--- src/rtl/ctrl_poller.sv ---
// Serial game-pad poller: latches the pad, clocks out eight button bits with rd pulses,
// and publishes the completed byte on btns with valid/changed pulses.
module ctrl_poller #(
    parameter int LATCH_CYCLES    = 12,
    parameter int HALF_BIT_CYCLES = 6,
    parameter int POLL_INTERVAL   = 29830,
    parameter int DATA_INVERT     = 0
) (
    input  logic       clk,
    input  logic       rst_n,
    input  logic       enable,
    input  logic       poll_req,
    output logic       strobe,
    output logic       rd,
    input  logic       data,
    output logic [7:0] btns,
    output logic       btns_valid,
    output logic       btns_changed,
    output logic       busy,
    output logic [2:0] state_dbg
);

    typedef enum logic [2:0] {
        IDLE  = 3'd0,
        LATCH = 3'd1,
        LOW   = 3'd2,
        HIGH  = 3'd3,
        DONE  = 3'd4
    } state_t;

    localparam int PH_MAX = (LATCH_CYCLES > HALF_BIT_CYCLES) ? LATCH_CYCLES : HALF_BIT_CYCLES;
    localparam int PH_W   = $clog2(PH_MAX + 1);
    localparam int CNT_W  = $clog2(POLL_INTERVAL + 1);
    localparam logic [PH_W-1:0]  LATCH_LAST = PH_W'(LATCH_CYCLES - 1);
    localparam logic [PH_W-1:0]  HALF_LAST  = PH_W'(HALF_BIT_CYCLES - 1);
    localparam logic [CNT_W-1:0] CNT_RELOAD = CNT_W'(POLL_INTERVAL - 1);
    localparam logic             INV        = (DATA_INVERT != 0);

    state_t           state, next_state;
    logic [PH_W-1:0]  phase;
    logic [2:0]       idx;
    logic [7:0]       shift;
    logic [CNT_W-1:0] interval_cnt;
    logic             pending;
    logic             expiry;
    logic             start_poll;

    assign state_dbg  = state;
    assign expiry     = enable && (interval_cnt == '0);
    assign start_poll = (state == IDLE) && (pending || poll_req);

    always_comb begin
        next_state = state;
        case (state)
            IDLE:    if (pending || poll_req) next_state = LATCH;
            LATCH:   if (phase == LATCH_LAST) next_state = LOW;
            LOW:     if (phase == HALF_LAST) next_state = HIGH;
            HIGH:    if (phase == HALF_LAST) next_state = (idx == 3'd7) ? DONE : LOW;
            DONE:    next_state = IDLE;
            default: next_state = IDLE;
        endcase
    end

    // Pad outputs and status are flopped from next_state so they line up with the state register.
    always_ff @(posedge clk or negedge rst_n) begin
        if (!rst_n) begin
            state        <= IDLE;
            phase        <= '0;
            idx          <= '0;
            shift        <= '0;
            strobe       <= 1'b0;
            rd           <= 1'b0;
            busy         <= 1'b0;
            btns         <= '0;
            btns_valid   <= 1'b0;
            btns_changed <= 1'b0;
        end else begin
            state      <= next_state;
            phase      <= (next_state != state) ? '0 : phase + 1'b1;
            strobe     <= (next_state == LATCH);
            rd         <= (next_state == HIGH);
            busy       <= (next_state != IDLE);
            btns_valid <= (next_state == DONE);
            btns_changed <= (next_state == DONE) && (shift != btns);
            if (next_state == DONE) btns <= shift;
            if (state == LATCH && next_state == LOW) idx <= '0;
            if (state == HIGH && next_state == LOW) idx <= idx + 3'd1;
            if (state == LOW && next_state == HIGH) shift[idx] <= data ^ INV;
        end
    end

    // A request that starts a poll consumes every same-cycle trigger, so they merge into one poll.
    always_ff @(posedge clk or negedge rst_n) begin
        if (!rst_n) begin
            pending      <= 1'b0;
            interval_cnt <= CNT_RELOAD;
        end else begin
            if (start_poll) pending <= 1'b0;
            else if (expiry || (poll_req && busy)) pending <= 1'b1;

            if (!enable || interval_cnt == '0) interval_cnt <= CNT_RELOAD;
            else interval_cnt <= interval_cnt - 1'b1;
        end
    end

endmodule
--- config.mk ---
export PLATFORM = sky130hd
export DESIGN_NAME = ctrl_poller
export DESIGN_NICKNAME = d
export VERILOG_FILES = /design/src/rtl/ctrl_poller.sv
export SDC_FILE = /design/constraint.sdc
export NUM_CORES = 1
export LEC_CHECK = 0
export BUFFER_PORTS_ARGS = -buffer_cell sky130_fd_sc_hd__buf_2
export CORE_UTILIZATION = 29
export CTS_CLUSTER_DIAMETER = 30
export DETAILED_ROUTE_END_ITERATION = 8
export HOLD_SLACK_MARGIN = 0.06
export MAX_ROUTING_LAYER = met4
export PLACE_DENSITY = 0.57
export SLEW_MARGIN = 0
export SYNTH_ARGS = -nofsm -noshare
export SYNTH_HDL_FRONTEND = slang
export SYNTH_SLANG_ARGS = --single-unit
--- constraint.sdc ---
create_clock -name clk -period 1.61 [get_ports clk]
set_input_delay 0.2415 -clock clk [delete_from_list [all_inputs] [get_ports clk]]
set_output_delay 0.2415 -clock clk [all_outputs]
set_load 0.01 [all_outputs]
==> results of run 1 <==
cell usage in the layout, fill, tap and decap left out, types with 4 or more instances in the layout:
cell type	Yosys	layout
a21oi_1	8	6
buf_2	0	20
buf_4	0	36
clkbuf_8	0	6
dfrtp_1	40	39
dfstp_2	7	7
inv_1	7	6
mux2_2	18	9
mux2_4	0	9
nand2_1	15	14
nand3_1	6	5
nand3b_1	4	4
nor2_1	22	15
nor2_2	0	7
nor3_1	5	4
xor2_1	15	15
per-layer routing:
| metal | routed length, um | vias to the layer above | share of wire, % | track usage [%] |
|---|---|---|---|---|
| met5 | 0 | - | 0 | - |
| met4 | 68 | 0 | 1.5 | 4.435 |
| met3 | 107 | 6 | 2.3 | 2.453 |
| met2 | 2189 | 18 | 47 | 20.10 |
| met1 | 2276 | 762 | 49 | 15.76 |
| li1 | - | 821 | - | - |
area by class of cell:
type	instances	area (sq um)	area share, %
Timing Repair Buffer	60	422.9	13.86
Inverter	7	26.28	0.8610
Clock buffer	7	86.33	2.829
Tap cell	99	123.9	4.059
Multi-Input combinational cell	138	1197	39.24
Clock inverter	1	8.758	0.2870
Sequential cell	47	1186	38.87
timing repair:
item,in CTS,in global routing
pin swaps,8,6
setup endpoints to repair,14,32
hold endpoints to repair,8,0
resized for setup,6,24
hold buffers,1,0
setup buffers,4,0
worst max-delay path by stage:
| stage | endpoint | cells past startpoint |
|---|---|---|
| final | shift[3] | 6 |
| after global routing | shift[1] | 6 |
| after CTS | shift[7] | 6 |
| after detailed placement | shift[7] | 7 |
| after global placement | shift[7] | 7 |
| after floorplan | btns[0] | 5 |
worst register-to-register path, cell delays in order (launching register included):
cell	delay, ps
dfrtp_1	430
ha_4	170
nand4b_4	130
nor4b_2	270
buf_4	170
nand2_1	60
mux2_2	260
flip-flops by register name, summed over array words and instances, names as in the netlist, 3 cells and up:
| signal | cells |
|---|---|
| idx | 3 |
| shift | 8 |
| interval_cnt | 15 |
| state_dbg | 3 |
| phase | 4 |
| btns | 8 |
stage by stage:
step                      hold slack (ps)  power, mW  std cells
final                               185.4      3.347        359
after detailed placement            189.1      2.524        346
after floorplan                    -54.09      2.077        195
after CTS                           174.6      3.370        359
after global placement              180.2      2.508        346
after global routing                205.1      3.602        359
cell families after synthesis:
logic type	synth area share, %
AND/OR/NAND/NOR	18.65
AO/OA/AOI/OAI	7.183
buffers and inverters	1.726
flip-flops	52.73
adder cells (fa/ha/maj)	2.784
XOR/XNOR	7.016
multiplexers	9.911
power groups by stage:
| stage | Sequential [mW] | Clock [mW] | Combinational (mW) |
|---|---|---|---|
| 2_1_floorplan | 1.55 | 0 | 0.523 |
| 3_3_place_gp | 1.55 | 0 | 0.963 |
| 3_5_place_dp | 1.55 | 0 | 0.977 |
| 4_1_cts | 1.54 | 0.781 | 1.05 |
| 5_1_grt | 1.56 | 0.818 | 1.22 |
| 6_report | 1.54 | 0.736 | 1.07 |
==> key figures, run 1 <==
Synthesis
  – Seq/Total Area, Yosys: around 53%
  – Syn Inst Count: slightly below 200
  – Top_reg_cell synth: dfrtp_1
  – Mean post-synth cell area: roughly 12 sq um
  – Post-synth EDFFs: 0
  – Syn Nets: 205
  – Leading cell types by count after synthesis: dfrtp_1 (40), nor2_1 (22), mux2_2 (18), nand2_1 (15), xor2_1 (15)
  – Largest area contributor in the netlist: dfrtp_1
  – Top-area cell type share of the netlist area: between 40% and 50%
  – Count leader, synth: dfrtp_1
  – Fraction of registers with async set/reset: between 90% and 100%
  – Mapped Area: roughly 2200 sq um
  – Yosys reg bits: 47
  – Yosys Warn Count: 0
  – Cell variety after synth: roughly 40
  – Dominant cells by area after synthesis: dfrtp_1 (45%), mux2_2 (9.0%), dfstp_2 (8.2%)

Timing
  – Max-slew violations: 0
  – Final TNS setup: 0 ps
  – Setup violations, final: 0
  – Clk_skew: approximately 9.3 ps
  – Final hold vios: 0
  – Min setup slack post-route: around 11 ps
  – Worst slew pin tran: between 300 and 400 ps
  – Fin crit share: 99.31%
  – Crit path time final: about 1600 ps
  – F_max: 0.6254 GHz
  – RSZ-0062 raised after global routing: true
  – Worst slew margin: ~73%

Floorplanning
  – Rows: 31
  – CORE AREA: roughly 7400 sq um
  – Starting Density: about 30%
  – IO Count: 21
  – Die area: about 8100 sq um
  – DIE HEIGHT: 90.03 um
  – Die X-Extent: around 90 um

Power
  – Power per standard cell area: approximately 1100 nW/um^2
  – Flop pwr share: between 40% and 50%
  – VDD IR max: roughly 0.4 mV
  – Leak Pwr: between 1 and 1.5 nW
  – Sw Share: about a third
  – P_int: 2.287 mW
  – Clock share of power: 22.0%
  – Switching power: 1.060 mW
  – Logic pwr share: about a third

Clocking
  – Num CTS Buffers: 5
  – Htree depth: 2
  – CTS Sinks: between 40 and 50
  – Clk pin slew, worst setup/hold paths: ~90 ps
  – Clk_lat worst skew: just under 300 ps
  – Root buffer cell: clkbuf_8
  – CTS tree: done
  – Max clock buf depth: 2

Setup path
  – Worst Path Max Fanout: 4
  – Critical Path AT: between 1500 and 2000 ps
  – Crit-path cells: ha_4 > nand4b_4 > nor4b_2 > buf_4 > nand2_1 > mux2_2
  – Startpoint Class: register
  – CP max stage delay: 430 ps
  – WP buf/inv: 1
  – Worst setup path start: phase[0]
  – Crit path max-delay family: simple AND/OR/NAND/NOR gates
  – Reg-to-reg startpoint: phase[0]
  – R2R cell count: 6
  – CP max-delay cell: dfrtp_1
  – Required @ worst endpoint: between 1500 and 2000 ps
  – WS Path Type: reg -> reg
  – Reg2Reg Setup Slack: 10 ps
  – Worst R2R End: shift[3]
  – Crit end category: register

Global route
  – Vias in the first global route: 1,657
  – GRT Total Usage: approximately an eighth
  – Pin count of the biggest net entering global routing: 20
  – Initial antenna violation count: 0
  – Total global routing overflow: 0
  – First-pass GRT wire length: 7893 um

Finish
  – Area growth from synthesis to layout: 35.80%
  – Share of cells above drive strength 1: between 40% and 50%
  – Final core utilization: between 40 and 50%
  – Diodes inserted: 0
  – Design Area, Final: just over 3000 sq um
  – Filler cells: 714
  – # nets final: around 270

Detailed routing
  – Routed via count: about 1,600
  – Post-Route WL: between 4000 and 5000 um
  – Drt pass-1 iters: 4
  – WL/cell: 12.93 um
  – Routed vias/inst: approximately 4.5
  – Post-route DRC: 0
  – Drt initial violations: 61
  – Antenna Nets Post-Route: 0

Min path
  – Hold crit path type: in -> reg
  – Hold Path Sink: interval_cnt[2]
  – Worst hold path depth: 2
  – HP Start: enable

Placed design
  – Port Buffer Count: 20
  – Detailed-placement wirelength estimate: between 3000 and 4000 um
  – Placed cell areas: roughly 2800 sq um
  – Dpl ws: -70.93 ps
  – RD Place Congestion: ~0.74

Outcome
  – Status: complete, no violations

Job
  – Max Cap Viol: 0
Note: power is estimated with default switching activity, not from simulation.
==> inputs of run 2 (changes only) <==
- CORE_MARGIN: default -> 2
- PLACE_DENSITY: 0.57 -> 0.56
- clock period: 1.61 -> 1.9 ns (I/O delays scaled with it)
==> key figures, run 2 (synthesis gave the netlist of run 1 again) <==
Outcome
  – Status: complete, no violations

Clocking
  – Num CTS Buffers: 5
  – Clk_lat worst skew: 290 ps
  – Clk pin slew, worst setup/hold paths: around 90 ps
  – Root buffer cell: clkbuf_8
  – Max clock buf depth: 2
  – CTS Sinks: 47
  – Htree depth: 2
  – CTS tree: done

Setup path
  – Crit-path cells: nor4_4 > nand3_4 > or4_1 > a21oi_1
  – WS Path Type: reg -> reg
  – Crit end category: register
  – Required @ worst endpoint: roughly 2100 ps
  – CP max stage delay: 510 ps
  – Worst setup path start: interval_cnt[5]
  – Startpoint Class: register
  – Critical Path AT: slightly below 2000 ps
  – Reg-to-reg startpoint: interval_cnt[5]
  – Worst Path Max Fanout: 6
  – CP max-delay cell: or4_1

Floorplanning
  – Die X-Extent: between 90 and 100 um
  – DIE HEIGHT: between 90 and 100 um
  – IO Count: 21
  – Rows: 32
  – CORE AREA: about 7600 sq um
  – Die area: about 8500 sq um
  – Starting Density: about 30%

Finish
  – Most frequent cells in the layout: dfrtp_1 (40), nor2_1 (22), buf_2 (20)
  – Share of cells above drive strength 1: between 30% and 40%
  – Commonest non-fill, non-tap cell in the layout: dfrtp_1
  – Top flop regs: interval_cnt x15, btns x8, shift x8
  – Final core utilization: between 30% and 40%
  – Biggest register: interval_cnt
  – Number of flip-flops in the largest register: 15
  – Area growth from synthesis to layout: 20.32%
  – # nets final: 241
  – Diodes inserted: 0

Detailed routing
  – WL/cell: around 12 um
  – Top Layer Used: met3
  – Post-route DRC: 0
  – Drt pass-1 iters: 4
  – Drt initial violations: between 70 and 80
  – Routed via count: around 1,500
  – Met3 WL: between 100 and 150 um
  – Routed vias/inst: roughly 4.6
  – Post-Route WL: just over 4000 um
  – WL met2: just under 2000 um
  – Antenna Nets Post-Route: 0
  – Met1 WL: 2043 um

Global route
  – Total global routing overflow: 0
  – Pin count of the biggest net entering global routing: 31
  – Initial antenna violation count: 0
  – GRT Total Usage: approximately a tenth
  – Vias in the first global route: roughly 1,500
  – First-pass GRT wire length: 7107 um

Timing
  – F_max: 0.5759 GHz
  – Clk_skew: about 12 ps
  – Worst slew pin tran: ~500 ps
  – Hold slack: ~240 ps
  – Worst slew margin: about two thirds
  – Max-slew violations: 0
  – RSZ-0062 raised after global routing: false
  – Fin crit share: about 90%
  – Min setup slack post-route: between 150 and 200 ps
  – Final TNS setup: 0 ps
  – Final hold vios: 0
  – Setup violations, final: 0
  – Crit path time final: 1737 ps

Placed design
  – Dpl ws: slightly below 100 ps
  – Detailed-placement wirelength estimate: 2941 um
  – RD Place Congestion: 0.8019
  – Port Buffer Count: 20

Power
  – VDD IR max: approximately 0.36 mV
  – Power per standard cell area: 992.4 nW/um^2
  – Total power: 2.683 mW
  – Leak Pwr: 1.224 nW

Job
  – Max Cap Viol: 0

Min path
  – HP Start: enable
  – Hold crit path type: in -> reg
==> run 2: cell count changes in the layout (fill, tap and decap cells not counted), sizes merged <==
cell    previous run  this run
bufinv             0         1
buf               59        31
inv                7         8
clkbuf             7         6
clkinv             1         0
==> run 2: metal layers <==
layer  up-vias  GRT usage [%]
met5         -              -
met4         0          2.239
met3         0          2.465
met2        19          17.10
met1       746          13.58
li1        758              -
==> run 2: layout make-up <==
| type | count | area, sq um |
|---|---|---|
| clock buffers | 6 | 82.58 |
| inverters | 7 | 26.28 |
| flip-flops and latches | 47 | 1185 |
| clock inverters | 2 | 38.79 |
| fillers | 787 | 4903 |
| well taps | 102 | 127.6 |
| repair buffers | 32 | 205.2 |
| multi-input cells | 138 | 1039 |
==> run 2: path summary, 6_finish.rpt <==
check / depth (start not counted) / endpoint / slack (ps)
min in group asynchronous: 2 / btns_valid / 450
max in group asynchronous: 3 / interval_cnt[2] / 880
min: 2 / interval_cnt[2] / 240
max reg2reg: 4 / pending / 160
max: 4 / pending / 160
min reg2reg: 1 / phase[0] / 490
==> run 2: worst max-delay path: cells and delay by family, from the launching register on <==
family | cells | cell delay, ps
DFF | 1 | 460
AOI/OAI and AO/OA | 1 | 160
and+or+nand+nor | 3 | 1030
==> run 2: power by group <==
part / switching, mW / internal (mW) / leakage [nW]
clock network: 0.333 / 0.433 / 0.0618
registers: 0.159 / 1.15 / 0.586
logic: 0.309 / 0.297 / 0.577
==> run 2: metrics by stage <==
| step | cell area (sq um) | cells |
|---|---|---|
| 2_1_floorplan | 2247 | 195 |
| 3_3_place_gp | 2557 | 325 |
| 3_5_place_dp | 2557 | 325 |
| 4_1_cts | 2689 | 334 |
| 5_1_grt | 2704 | 334 |
| 6_report | 2704 | 334 |
==> run 2: repair_timing <==
| action | 4_1_cts | 5_1_grt |
|---|---|---|
| endpoints found under the setup margin | 0 | 5 |
| buffers inserted | 0 | 0 |
| gates resized for setup | 0 | 2 |
| hold endpoints to repair | 13 | 0 |
| hold buffers | 1 | 0 |
